## src/rtl/mips_pkg.sv

```systemverilog
// mips_pkg: shared types and constants for the MIPS pipeline slice.
//   alu_ctr_t   : ALU operation codes carried on AluCtrE.
//   fwd_sel_t   : operand forwarding selects (2'b11 is reserved and
//                 behaves like FWD_E).
//   mul_state_t : states of the iterative multiplier.
//   WIDTH       : default datapath width.
package mips_pkg;

   localparam int WIDTH = 32;

   typedef enum logic [1:0] {
      ADD = 2'b00,
      SUB = 2'b01,
      AND = 2'b10,
      OR  = 2'b11
   } alu_ctr_t;

   typedef enum logic [1:0] {
      FWD_E = 2'b00,
      FWD_W = 2'b01,
      FWD_M = 2'b10
   } fwd_sel_t;

   typedef enum logic [1:0] {
      IDLE = 2'b00,
      BUSY = 2'b01,
      DONE = 2'b10
   } mul_state_t;

endpackage

```

## src/rtl/ex_stage_if.sv

```systemverilog
// ex_stage_if: bundles the ID/EX inputs, forwarding sources and EX/MEM
// outputs of the execute stage.
//   master : the surrounding pipeline (drives ID/EX, forwarding, ResultW;
//            observes the EX/MEM outputs, WriteRegE and busyE).
//   slave  : the execute stage itself.
interface ex_stage_if #(
   parameter int WIDTH = mips_pkg::WIDTH
);
   logic             RegWriteE, MemtoRegE, MemWriteE, AluSrcE, RegDstE;
   logic             MulE;
   logic [1:0]       AluCtrE;
   logic [WIDTH-1:0] busaE, busbE, signE;
   logic [4:0]       rdE, rtE;
   logic [1:0]       ForwardAE, ForwardBE;
   logic [WIDTH-1:0] ResultW;

   logic             RegWriteM, MemtoRegM, MemWriteM;
   logic [WIDTH-1:0] AluOutM, WriteDataM;
   logic [4:0]       WriteRegM;
   logic [4:0]       WriteRegE;
   logic             busyE;

   modport master (
      output RegWriteE, MemtoRegE, MemWriteE, AluSrcE, RegDstE, MulE, AluCtrE,
             busaE, busbE, signE, rdE, rtE, ForwardAE, ForwardBE, ResultW,
      input  RegWriteM, MemtoRegM, MemWriteM, AluOutM, WriteDataM, WriteRegM,
             WriteRegE, busyE
   );

   modport slave (
      input  RegWriteE, MemtoRegE, MemWriteE, AluSrcE, RegDstE, MulE, AluCtrE,
             busaE, busbE, signE, rdE, rtE, ForwardAE, ForwardBE, ResultW,
      output RegWriteM, MemtoRegM, MemWriteM, AluOutM, WriteDataM, WriteRegM,
             WriteRegE, busyE
   );
endinterface

```

## src/rtl/ex_stage_iter_mul.sv

```systemverilog
// iter_mul: shift-add multiplier, one multiplier bit per cycle.
//   clk, rst_n : clock, asynchronous active-low reset
//   start      : sampled only in IDLE; latches a/b and begins iterating
//   a, b       : multiplicand / multiplier
//   busy       : high while iterating (BUSY)
//   done       : high for the single DONE cycle; product is valid then
//   product    : low WIDTH bits of a*b
module iter_mul
   import mips_pkg::*;
#(
   parameter int WIDTH      = 32,
   parameter int MUL_CYCLES = 32
)(
   input  logic             clk,
   input  logic             rst_n,
   input  logic             start,
   input  logic [WIDTH-1:0] a,
   input  logic [WIDTH-1:0] b,
   output logic             busy,
   output logic             done,
   output logic [WIDTH-1:0] product
);
   localparam int CW = $clog2(MUL_CYCLES);

   mul_state_t       state;
   logic [WIDTH-1:0] mcand, mplier, acc;
   logic [CW-1:0]    count;

   always_ff @(posedge clk or negedge rst_n) begin
      if (!rst_n) begin
         state  <= IDLE;
         mcand  <= '0;
         mplier <= '0;
         acc    <= '0;
         count  <= '0;
      end else begin
         case (state)
            IDLE: begin
               if (start) begin
                  mcand  <= a;
                  mplier <= b;
                  acc    <= '0;
                  count  <= '0;
                  state  <= BUSY;
               end
            end
            BUSY: begin
               if (mplier[0])
                  acc <= acc + mcand;
               mcand  <= mcand << 1;
               mplier <= mplier >> 1;
               count  <= count + 1'b1;
               if (count == CW'(MUL_CYCLES - 1))
                  state <= DONE;
            end
            DONE:    state <= IDLE;
            default: state <= IDLE;
         endcase
      end
   end

   assign busy    = (state == BUSY);
   assign done    = (state == DONE);
   assign product = acc;
endmodule

```

## src/rtl/ex_stage.sv

```systemverilog
// ex_stage: execute stage of the 5-stage MIPS pipeline.
//   clk, rst_n : clock, asynchronous active-low reset
//   bus        : ex_stage_if.slave -- ID/EX controls and operands,
//                forwarding selects, ResultW; EX/MEM register outputs,
//                WriteRegE (combinational) and busyE (stall request).
// ALU instructions complete in one cycle; a multiply runs in iter_mul and
// the EX/MEM register carries bubbles until its product is ready.
module ex_stage
   import mips_pkg::*;
#(
   parameter int WIDTH      = 32,
   parameter int MUL_CYCLES = 32
)(
   input  logic      clk,
   input  logic      rst_n,
   ex_stage_if.slave bus
);
   logic [WIDTH-1:0] srcA, fwdB, srcB, aluResult;
   logic             mulBusy, mulDone;
   logic [WIDTH-1:0] mulProduct;

   logic [WIDTH-1:0] aluOutReg, writeDataReg;
   logic [4:0]       writeRegReg;
   logic             regWriteReg, memtoRegReg, memWriteReg;
   logic             busyE;

   function automatic logic [WIDTH-1:0] fwdMux(input logic [1:0]       sel,
                                                input logic [WIDTH-1:0] idex,
                                                input logic [WIDTH-1:0] resW,
                                                input logic [WIDTH-1:0] aluM);
      case (fwd_sel_t'(sel))
         FWD_W:   return resW;
         FWD_M:   return aluM;
         default: return idex;   // FWD_E and the reserved encoding
      endcase
   endfunction

   always_comb begin
      srcA = fwdMux(bus.ForwardAE, bus.busaE, bus.ResultW, aluOutReg);
      fwdB = fwdMux(bus.ForwardBE, bus.busbE, bus.ResultW, aluOutReg);
      srcB = bus.AluSrcE ? bus.signE : fwdB;
      case (alu_ctr_t'(bus.AluCtrE))
         ADD:     aluResult = srcA + srcB;
         SUB:     aluResult = srcA - srcB;
         AND:     aluResult = srcA & srcB;
         default: aluResult = srcA | srcB;
      endcase
   end

   iter_mul #(
      .WIDTH      (WIDTH),
      .MUL_CYCLES (MUL_CYCLES)
   ) u_mul (
      .clk     (clk),
      .rst_n   (rst_n),
      .start   (bus.MulE),
      .a       (srcA),
      .b       (srcB),
      .busy    (mulBusy),
      .done    (mulDone),
      .product (mulProduct)
   );

   // Idle is "neither busy nor done"; DONE deliberately drops the stall so
   // the still-held multiply in ID/EX is retired instead of restarted.
   assign busyE = (bus.MulE && !mulBusy && !mulDone) || mulBusy;

   // EX/MEM boundary register.
   always_ff @(posedge clk or negedge rst_n) begin
      if (!rst_n) begin
         aluOutReg    <= '0;
         writeDataReg <= '0;
         writeRegReg  <= '0;
         regWriteReg  <= 1'b0;
         memtoRegReg  <= 1'b0;
         memWriteReg  <= 1'b0;
      end else if (mulDone) begin
         // Multiplies never store, so store data is left at zero.
         aluOutReg    <= mulProduct;
         writeDataReg <= '0;
         writeRegReg  <= bus.WriteRegE;
         regWriteReg  <= bus.RegWriteE;
         memtoRegReg  <= bus.MemtoRegE;
         memWriteReg  <= bus.MemWriteE;
      end else if (busyE) begin
         aluOutReg    <= '0;
         writeDataReg <= '0;
         writeRegReg  <= '0;
         regWriteReg  <= 1'b0;
         memtoRegReg  <= 1'b0;
         memWriteReg  <= 1'b0;
      end else begin
         aluOutReg    <= aluResult;
         writeDataReg <= fwdB;
         writeRegReg  <= bus.WriteRegE;
         regWriteReg  <= bus.RegWriteE;
         memtoRegReg  <= bus.MemtoRegE;
         memWriteReg  <= bus.MemWriteE;
      end
   end

   assign bus.WriteRegE  = bus.RegDstE ? bus.rdE : bus.rtE;
   assign bus.busyE      = busyE;
   assign bus.AluOutM    = aluOutReg;
   assign bus.WriteDataM = writeDataReg;
   assign bus.WriteRegM  = writeRegReg;
   assign bus.RegWriteM  = regWriteReg;
   assign bus.MemtoRegM  = memtoRegReg;
   assign bus.MemWriteM  = memWriteReg;
endmodule

```

## src/flat_wrapper.sv

```systemverilog
// flat-port wrapper written by rule: the top's interface ports become plain ports
module ex_stage_flat import mips_pkg::*;
#(
   parameter int WIDTH      = 32,
   parameter int MUL_CYCLES = 32
)
  (clk, rst_n, bus_RegWriteE, bus_MemtoRegE, bus_MemWriteE, bus_AluSrcE, bus_RegDstE, bus_MulE, bus_AluCtrE, bus_busaE, bus_busbE, bus_signE, bus_rdE, bus_rtE, bus_ForwardAE, bus_ForwardBE, bus_ResultW, bus_RegWriteM, bus_MemtoRegM, bus_MemWriteM, bus_AluOutM, bus_WriteDataM, bus_WriteRegM, bus_WriteRegE, bus_busyE);
  ex_stage_if #(.WIDTH(WIDTH)) bus_i ();
  input  logic clk;
  input  logic rst_n;
  input wire logic [$bits(bus_i.RegWriteE)-1:0] bus_RegWriteE;
  input wire logic [$bits(bus_i.MemtoRegE)-1:0] bus_MemtoRegE;
  input wire logic [$bits(bus_i.MemWriteE)-1:0] bus_MemWriteE;
  input wire logic [$bits(bus_i.AluSrcE)-1:0] bus_AluSrcE;
  input wire logic [$bits(bus_i.RegDstE)-1:0] bus_RegDstE;
  input wire logic [$bits(bus_i.MulE)-1:0] bus_MulE;
  input wire logic [$bits(bus_i.AluCtrE)-1:0] bus_AluCtrE;
  input wire logic [$bits(bus_i.busaE)-1:0] bus_busaE;
  input wire logic [$bits(bus_i.busbE)-1:0] bus_busbE;
  input wire logic [$bits(bus_i.signE)-1:0] bus_signE;
  input wire logic [$bits(bus_i.rdE)-1:0] bus_rdE;
  input wire logic [$bits(bus_i.rtE)-1:0] bus_rtE;
  input wire logic [$bits(bus_i.ForwardAE)-1:0] bus_ForwardAE;
  input wire logic [$bits(bus_i.ForwardBE)-1:0] bus_ForwardBE;
  input wire logic [$bits(bus_i.ResultW)-1:0] bus_ResultW;
  output wire logic [$bits(bus_i.RegWriteM)-1:0] bus_RegWriteM;
  output wire logic [$bits(bus_i.MemtoRegM)-1:0] bus_MemtoRegM;
  output wire logic [$bits(bus_i.MemWriteM)-1:0] bus_MemWriteM;
  output wire logic [$bits(bus_i.AluOutM)-1:0] bus_AluOutM;
  output wire logic [$bits(bus_i.WriteDataM)-1:0] bus_WriteDataM;
  output wire logic [$bits(bus_i.WriteRegM)-1:0] bus_WriteRegM;
  output wire logic [$bits(bus_i.WriteRegE)-1:0] bus_WriteRegE;
  output wire logic [$bits(bus_i.busyE)-1:0] bus_busyE;
  assign bus_i.RegWriteE = bus_RegWriteE;
  assign bus_i.MemtoRegE = bus_MemtoRegE;
  assign bus_i.MemWriteE = bus_MemWriteE;
  assign bus_i.AluSrcE = bus_AluSrcE;
  assign bus_i.RegDstE = bus_RegDstE;
  assign bus_i.MulE = bus_MulE;
  assign bus_i.AluCtrE = bus_AluCtrE;
  assign bus_i.busaE = bus_busaE;
  assign bus_i.busbE = bus_busbE;
  assign bus_i.signE = bus_signE;
  assign bus_i.rdE = bus_rdE;
  assign bus_i.rtE = bus_rtE;
  assign bus_i.ForwardAE = bus_ForwardAE;
  assign bus_i.ForwardBE = bus_ForwardBE;
  assign bus_i.ResultW = bus_ResultW;
  assign bus_RegWriteM = bus_i.RegWriteM;
  assign bus_MemtoRegM = bus_i.MemtoRegM;
  assign bus_MemWriteM = bus_i.MemWriteM;
  assign bus_AluOutM = bus_i.AluOutM;
  assign bus_WriteDataM = bus_i.WriteDataM;
  assign bus_WriteRegM = bus_i.WriteRegM;
  assign bus_WriteRegE = bus_i.WriteRegE;
  assign bus_busyE = bus_i.busyE;
  ex_stage #(.WIDTH(WIDTH), .MUL_CYCLES(MUL_CYCLES)) u_core (.clk(clk), .rst_n(rst_n), .bus(bus_i));
endmodule
```

## config.mk

```make
export PLATFORM = sky130hd
export DESIGN_NAME = ex_stage_flat
export DESIGN_NICKNAME = d
export VERILOG_FILES = /design/src/rtl/mips_pkg.sv /design/src/rtl/ex_stage_if.sv /design/src/rtl/ex_stage_iter_mul.sv /design/src/rtl/ex_stage.sv /design/src/flat_wrapper.sv
export SDC_FILE = /design/constraint.sdc
export NUM_CORES = 1
export LEC_CHECK = 0
export CAP_MARGIN = 20
export CORE_MARGIN = 2
export CORE_UTILIZATION = 50
export CTS_CLUSTER_SIZE = 25
export DETAILED_ROUTE_END_ITERATION = 7
export PLACE_DENSITY = 0.87
export SLEW_MARGIN = 5
export SYNTH_ARGS = -nofsm -noshare
export SYNTH_HDL_FRONTEND = slang
export SYNTH_SLANG_ARGS = --single-unit
```

## constraint.sdc

```tcl
create_clock -name clk -period 6.7 [get_ports clk]
set_input_delay 1.005 -clock clk [delete_from_list [all_inputs] [get_ports clk]]
set_output_delay 1.005 -clock clk [all_outputs]
set_load 0.005 [all_outputs]
```

# Yosys cells after proc, flatten, opt, wreduce, memory -nomap -nowiden
# Cells that the tools add are included.
[word_totals]
ff_bits = 175
output_inout_bits = 78
wordCells = 69
[classes]
add_sub_neg = 4
n_eq_ne = 12
muxes = 29
bitwise = 2
n_reduce_logical = 11
[op_table]
columns = ["cell", "count"]
rows = [
  ["one-hot mux 32 bit (2 select lines)", 5],
  ["two-way mux 32 bit", 9],
  ["one-hot mux 32 bit (3 select lines)", 1],
  ["adder 32 bit", 2],
  ["bitwise AND 32 bit", 1],
  ["bitwise OR 32 bit", 1],
  ["subtractor 32 bit", 1],
  ["two-way mux 5 bit", 4],
  ["one-hot mux 5 bit (2 select lines)", 1],
  ["== test 2 x 1 -> 1 bit, second input constant", 4],
  ["== test 2 bit, second input constant", 4],
  ["two-way mux 1 bit", 6],
  ["inequality test 2 bit, second input constant", 3],
  ["adder 5 x 1 -> 5 bit, second input constant", 1],
  ["== test 5 bit, second input constant", 1],
  ["zero test 2 bit", 2],
  ["two-way mux 2 bit", 2],
  ["one-hot mux 2 bit (2 select lines)", 1],
  ["AND reduction 2 bit", 2],
  ["AND reduction 3 bit", 1],
  ["logical AND 1 bit", 2],
  ["zero test 1 bit", 2],
  ["nonzero test 2 bit", 1],
  ["logical OR 1 bit", 1],
]

# Logic depth before layout (Yosys ltp)
[depth]
word_depth = 7
depth_mapped = 25

# Hierarchy
# A second synthesis with hierarchy kept.
[hier_totals]
cells_unflattened = 1571
hier_area_um2 = 13100.1
[by_module_without_submodules]
columns = ["module", "n_inst", "cells_per_inst", "area_per_inst_um2", "seq_area_each_um2"]
rows = [
  ["ex_stage", 1, 884, 6931.6, 1801.7],
  ["iter_mul", 1, 687, 6168.4, 2577.5],
]

# Worst setup path before layout
# Ideal clock, no wire load.
[synth_timing]
kind = "input-to-reg"
start = "input bus_ForwardBE[0]"
end = "register u_core.aluOutReg[31], in the netlist u_core.bus.AluOutM[31]"
setup_ns = 0.130
arrival_time_ns = 6.055
t_required_ns = 6.570
path_slack_ns = 0.514
path_stages = 22
path_buffers = 1
cell_sequence = "inv_1 ha_1 buf_4 a221oi_2 o221ai_1 o31ai_1 or3b_4 or4_4 or3_4 or2_1 or4_4 o21ai_2 xor2_1 ha_1 and4_1 nand3_1 o21ai_0 a41oi_1 nand2_1 a221oi_1 xnor2_1 o21ai_1"
[synth_between]
elab_chain_cells = 7
word_cells_on_any_way = 11
classes_between = "2 x add/sub; 2 x eq/ne; 5 x mux; 2 x bitwise"
[synth_rtl]
columns = ["item", "line_no", "text"]
rows = [
  ["start: declaration", "flat_wrapper.sv:24", "input wire logic [$bits(bus_i.ForwardBE)-1:0] bus_ForwardBE;"],
  ["== test 2 bit / == test 2 x 1 -> 1 bit (equally long branches)", "ex_stage.sv:31", "case (fwd_sel_t'(sel))"],
  ["one-hot mux 32 bit (2 select lines) (*)", "ex_stage.sv:31", ""],
  ["two-way mux 32 bit (*)", "ex_stage.sv:41", "srcB = bus.AluSrcE ? bus.signE : fwdB;"],
  ["subtractor 32 bit, or another cell as far along", "ex_stage.sv:44", "SUB: aluResult = srcA - srcB;"],
  ["one-hot mux 32 bit (3 select lines) (*)", "ex_stage.sv:42", "case (alu_ctr_t'(bus.AluCtrE))"],
  ["two-way mux 32 bit (*)", "ex_stage.sv:85", "end else if (busyE) begin"],
  ["two-way mux 32 bit (*)", "ex_stage.sv:77", "end else if (mulDone) begin"],
  ["end signal: assignment", "ex_stage.sv:79", "aluOutReg <= mulProduct;"],
  ["end signal: assignment", "ex_stage.sv:93", "aluOutReg <= aluResult;"],
  ["end: declaration", "ex_stage.sv:22", "logic [WIDTH-1:0] aluOutReg, writeDataReg;"],
]
# Mark *: on every way between the ends. The rest lies on a longest branch, timed or not.
# A chain may end at the register's enable or synchronous reset.

# Worst setup path in the final report
# Ends and elaborated chain as after synthesis.

==> impl_metrics.xml <==
<?xml version="1.0" encoding="UTF-8"?>
<metrics>
  <group name="run_status">
    <metric name="run_status" unit="">finished clean</metric>
  </group>
  <group name="logic_synthesis">
    <metric name="syn_inst" unit="">1518</metric>
    <metric name="synth_warnings" unit="">0</metric>
    <metric name="mappedNetlistNets" unit="">1747</metric>
    <metric name="postSynth.asyncResetShare" unit="">1.000</metric>
    <metric name="synth.area.top_cells" unit="">sky130_fd_sc_hd__dfrtp_1 (34%), sky130_fd_sc_hd__a22oi_1 (10%), sky130_fd_sc_hd__o21ai_0 (9.2%)</metric>
    <metric name="synth.cell_area" unit="µm²">12890</metric>
    <metric name="yosysSeqAreaShare" unit="">0.3398</metric>
    <metric name="post-synth-top-area-fraction" unit="">0.3398</metric>
    <metric name="synth_cell_types" unit="">66</metric>
    <metric name="post-synth-top-area-cell" unit="">sky130_fd_sc_hd__dfrtp_1</metric>
    <metric name="dominantRegCellSynth" unit="">sky130_fd_sc_hd__dfrtp_1</metric>
    <metric name="synth_area_per_cell" unit="µm²">8.490</metric>
    <metric name="number_of_flops_mapped_to_enable_cells_by_yosys" unit="">0</metric>
    <metric name="ys_ff_latch" unit="">175</metric>
  </group>
  <group name="detailed_routing">
    <metric name="first_pass_iters" unit="">7</metric>
    <metric name="drt-wirelength-per-cell" unit="µm">22.27</metric>
    <metric name="avgViaCountPerCell" unit="">6.520</metric>
    <metric name="remaining_drc_errors" unit="">0</metric>
    <metric name="detail-route-antenna-nets" unit="">0</metric>
    <metric name="postRouteWirelength" unit="mm">46.65</metric>
    <metric name="number_of_vias_in_the_routed_layout" unit="">13660</metric>
    <metric name="drt_first_iter_violations" unit="">2171</metric>
  </group>
  <group name="floorplanning">
    <metric name="fp.dieArea" unit="µm²">27080</metric>
    <metric name="die_extent_in_x" unit="µm">164.5</metric>
    <metric name="number_of_rows_created_at_floorplan" unit="">58</metric>
    <metric name="start_util" unit="">0.5103</metric>
    <metric name="pin_count" unit="">230</metric>
    <metric name="dieHeight" unit="µm">164.5</metric>
    <metric name="fp.coreArea" unit="µm²">25250</metric>
  </group>
  <group name="global_routing">
    <metric name="grt_start_max_net_pins" unit="">71</metric>
    <metric name="grt_pass1_vias" unit="">12800</metric>
    <metric name="gr-usage-all-layers" unit="">0.3446</metric>
    <metric name="antenna_found_initial" unit="">0</metric>
    <metric name="total_congestion_overflow_after_global_routing" unit="">0</metric>
    <metric name="grt_pass1_wl" unit="mm">72.15</metric>
  </group>
  <group name="power_and_ir_drop">
    <metric name="comb_power_share" unit="">0.436</metric>
    <metric name="power_frac_seq" unit="">0.334</metric>
    <metric name="internal_power" unit="mW">2.834</metric>
    <metric name="p_leak" unit="nW">7.157</metric>
    <metric name="swShare" unit="">0.4089</metric>
    <metric name="p_per_area" unit="nW/µm²">289.7</metric>
    <metric name="power.share.clock" unit="">0.231</metric>
    <metric name="finalPower" unit="mW">4.795</metric>
    <metric name="peakVddDrop" unit="µV">143.3</metric>
    <metric name="power.switching" unit="mW">1.961</metric>
  </group>
  <group name="placed_design">
    <metric name="io_buffer_count" unit="">229</metric>
    <metric name="gp_routability_congestion" unit="">0.9946</metric>
    <metric name="hpwl" unit="mm">34.77</metric>
    <metric name="worst_case_setup_slack_after_placement" unit="ps">-231.5</metric>
    <metric name="placed_cell_count" unit="">2063</metric>
    <metric name="placed_area" unit="µm²">15890</metric>
  </group>
  <group name="critical_path">
    <metric name="path_class" unit="">input pin to flop</metric>
    <metric name="critical_path_required" unit="ps">6990</metric>
    <metric name="crit_path_dat" unit="ps">6730</metric>
    <metric name="worstReg2RegStart" unit="">u_core.bus.AluOutM[0]$_DFF_PN0_</metric>
    <metric name="r2r_setup_slack" unit="ps">1180</metric>
    <metric name="maximum_fanout_encountered_on_the_critical_timing_path" unit="">5</metric>
    <metric name="critPathLaunchType" unit="">input pin</metric>
    <metric name="r2r_end" unit="">u_core.bus.AluOutM[31]$_DFF_PN0_</metric>
    <metric name="worstRegToRegCells" unit="">19</metric>
    <metric name="setup.worst_path.end_class" unit="">flop</metric>
  </group>
  <group name="clocking">
    <metric name="clock_sink_count" unit="">175</metric>
    <metric name="cts-resized-gates" unit="">0</metric>
    <metric name="clkLatencyLatePin" unit="ps">450</metric>
    <metric name="cts.reportedPaths.clkPinSlew" unit="ps">70</metric>
    <metric name="ctsHoldBuffers" unit="">0</metric>
    <metric name="cts.path.max_buffers" unit="">2</metric>
    <metric name="post_cts_buffers" unit="">0</metric>
    <metric name="cts-htree-levels" unit="">4</metric>
    <metric name="cts_root_buf" unit="">sky130_fd_sc_hd__clkbuf_16</metric>
    <metric name="cts_inserted_buffers" unit="">17</metric>
    <metric name="clock_tree_from_tritoncts" unit="">built</metric>
  </group>
  <group name="final_layout">
    <metric name="fin_nets" unit="">1981</metric>
    <metric name="multiInputGateArea" unit="µm²">8021</metric>
    <metric name="n_fill_cell" unit="">2034</metric>
    <metric name="commonest_non_fill_non_tap_cell_in_the_layout" unit="">sky130_fd_sc_hd__o21ai_0</metric>
    <metric name="post_route_cells_drive_above_1_share" unit="">0.09065</metric>
    <metric name="post_layout_nonfiller_instances" unit="">2095</metric>
    <metric name="layout.cells.most_common_list" unit="">sky130_fd_sc_hd__o21ai_0 (237), sky130_fd_sc_hd__clkdlybuf4s50_1 (227), sky130_fd_sc_hd__a22oi_1 (180)</metric>
    <metric name="final_util" unit="">0.6554</metric>
    <metric name="stdcell_area" unit="µm²">16550</metric>
    <metric name="syn_to_final_growth" unit="%">28.44</metric>
    <metric name="ant_diodes" unit="">0</metric>
    <metric name="register_area" unit="µm²">4382</metric>
  </group>
  <group name="timing">
    <metric name="setup_viol_count_final" unit="">0</metric>
    <metric name="worst_slew_pin_slew" unit="ps">1085</metric>
    <metric name="layout_worst_path_cycle_share" unit="">0.9605</metric>
    <metric name="unrepaired_setup_endpoints_after_global_routing" unit="">false</metric>
    <metric name="hold_ws" unit="ps">488.1</metric>
    <metric name="upper_clock_frequency_limit" unit="MHz">155.4</metric>
    <metric name="fin_ws" unit="ps">264.5</metric>
    <metric name="final.setup.tns" unit="ps">0</metric>
    <metric name="timing.max_slew.rel_slack" unit="">0.2687</metric>
    <metric name="finalMaxSlewViolations" unit="">0</metric>
    <metric name="final_period_minus_worst_setup_slack" unit="ps">6435</metric>
    <metric name="layout_skew" unit="ps">9.233</metric>
    <metric name="finalHoldViolations" unit="">0</metric>
  </group>
  <group name="min_path">
    <metric name="hp-class" unit="">input pin to async pin</metric>
  </group>
  <group name="run">
    <metric name="max_cap_violations" unit="">0</metric>
  </group>
</metrics>
-- layer usage --
| layer | GRT usage | share of wire | vias up |
|---|---|---|---|
| met1 | 0.5001 | 0.42 | 6490 |
| met2 | 0.5190 | 0.44 | 936 |
| met5 | 0.01136 | 0.00079 | - |
| met3 | 0.07308 | 0.12 | 82 |
| met4 | 0.09605 | 0.023 | 2 |
| li1 | - | - | 6150 |
-- kinds of logic after synthesis --
family,share of synthesized area
multiplexers,0.01165
flip-flops,0.3398
adder cells (fa/ha/maj),0.1000
AO/OA/AOI/OAI,0.3278
XOR/XNOR,0.05505
buffers and inverters,0.04126
AND/OR/NAND/NOR,0.1245
-- final cells by class --
class	instances	share of cell area
clock inverters	14	0.01202
repair buffers	320	0.1795
multi-input cells	1205	0.4846
well taps	330	0.02495
flip-flops and latches	175	0.2647
clock buffers	18	0.02653
inverters	33	0.007635
-- cells in the mapped netlist, drive strengths merged (7+ instances only) --
master  count
o21a       16
nand3      16
a21o       22
or3         8
nand2b     15
mux2        8
nor2b      18
dfrtp     175
nor2       78
a221o      27
ha         75
o31ai       7
xor2       39
and3        7
o21bai      9
a22oi     180
a21oi      69
clkbuf     93
xnor2      42
a22o       14
nor3       19
maj3       31
o21ai     249
buf        12
a31oi      11
nand2     156
inv        33
nand4       7
a221oi      7
-- state kept, by name (all words and copies together) (netlist names) --
signal / count
u_core.bus.WriteRegM: 5
u_core.bus.MemWriteM: 1
u_core.u_mul.mcand: 32
u_core.bus.MemtoRegM: 1
u_core.u_mul.mplier: 32
u_core.u_mul.product: 32
u_core.u_mul.state: 2
u_core.u_mul.count: 5
u_core.bus.WriteDataM: 32
u_core.bus.RegWriteM: 1
u_core.bus.AluOutM: 32
-- power by group through the flow --
stage | Clock [mW] | Sequential [mW] | Combinational, mW
2_1_floorplan | 0 | 1.50 | 1.39
3_3_place_gp | 0 | 1.59 | 1.96
3_5_place_dp | 0 | 1.60 | 2.02
4_1_cts | 1.11 | 1.58 | 2.05
5_1_grt | 1.15 | 1.63 | 2.30
6_report | 1.11 | 1.60 | 2.09
-- worst max-delay path: stages --
cell and delay (ps):
sky130_fd_sc_hd__clkdlybuf4s50_1 430, sky130_fd_sc_hd__buf_4 140, sky130_fd_sc_hd__ha_1 250, sky130_fd_sc_hd__buf_4 180, sky130_fd_sc_hd__a221o_1 310, sky130_fd_sc_hd__o21ai_0 100
sky130_fd_sc_hd__o21ai_0 150, sky130_fd_sc_hd__or3b_4 460, sky130_fd_sc_hd__or4_4 570, sky130_fd_sc_hd__or3_4 410, sky130_fd_sc_hd__or2_1 250, sky130_fd_sc_hd__or4_4 590
sky130_fd_sc_hd__o21ai_2 170, sky130_fd_sc_hd__xor2_1 80, sky130_fd_sc_hd__ha_1 360, sky130_fd_sc_hd__and4_1 250, sky130_fd_sc_hd__nand3_1 90, sky130_fd_sc_hd__o21ai_0 100
sky130_fd_sc_hd__a41oi_2 220, sky130_fd_sc_hd__nand2_1 80, sky130_fd_sc_hd__a221oi_1 300, sky130_fd_sc_hd__xnor2_1 160, sky130_fd_sc_hd__o21ai_1 80
-- worst max path at each step --
stage	startpoint	to	slack (ps)	cells after the start
after floorplan	bus_ForwardBE[0]	u_core.bus.AluOutM[31]$_DFF_PN0_	510	22
after global placement	bus_ForwardBE[0]	u_core.bus.AluOutM[31]$_DFF_PN0_	-160	22
final	bus_ForwardBE[0]	u_core.bus.AluOutM[31]$_DFF_PN0_	260	23
after detailed placement	bus_ForwardBE[0]	u_core.bus.AluOutM[31]$_DFF_PN0_	-230	23
after CTS	bus_ForwardBE[0]	u_core.bus.AluOutM[31]$_DFF_PN0_	220	23
after global routing	bus_ForwardBE[0]	u_core.bus.AluOutM[29]$_DFF_PN0_	30	24
Power figures use the tool's default switching activity.
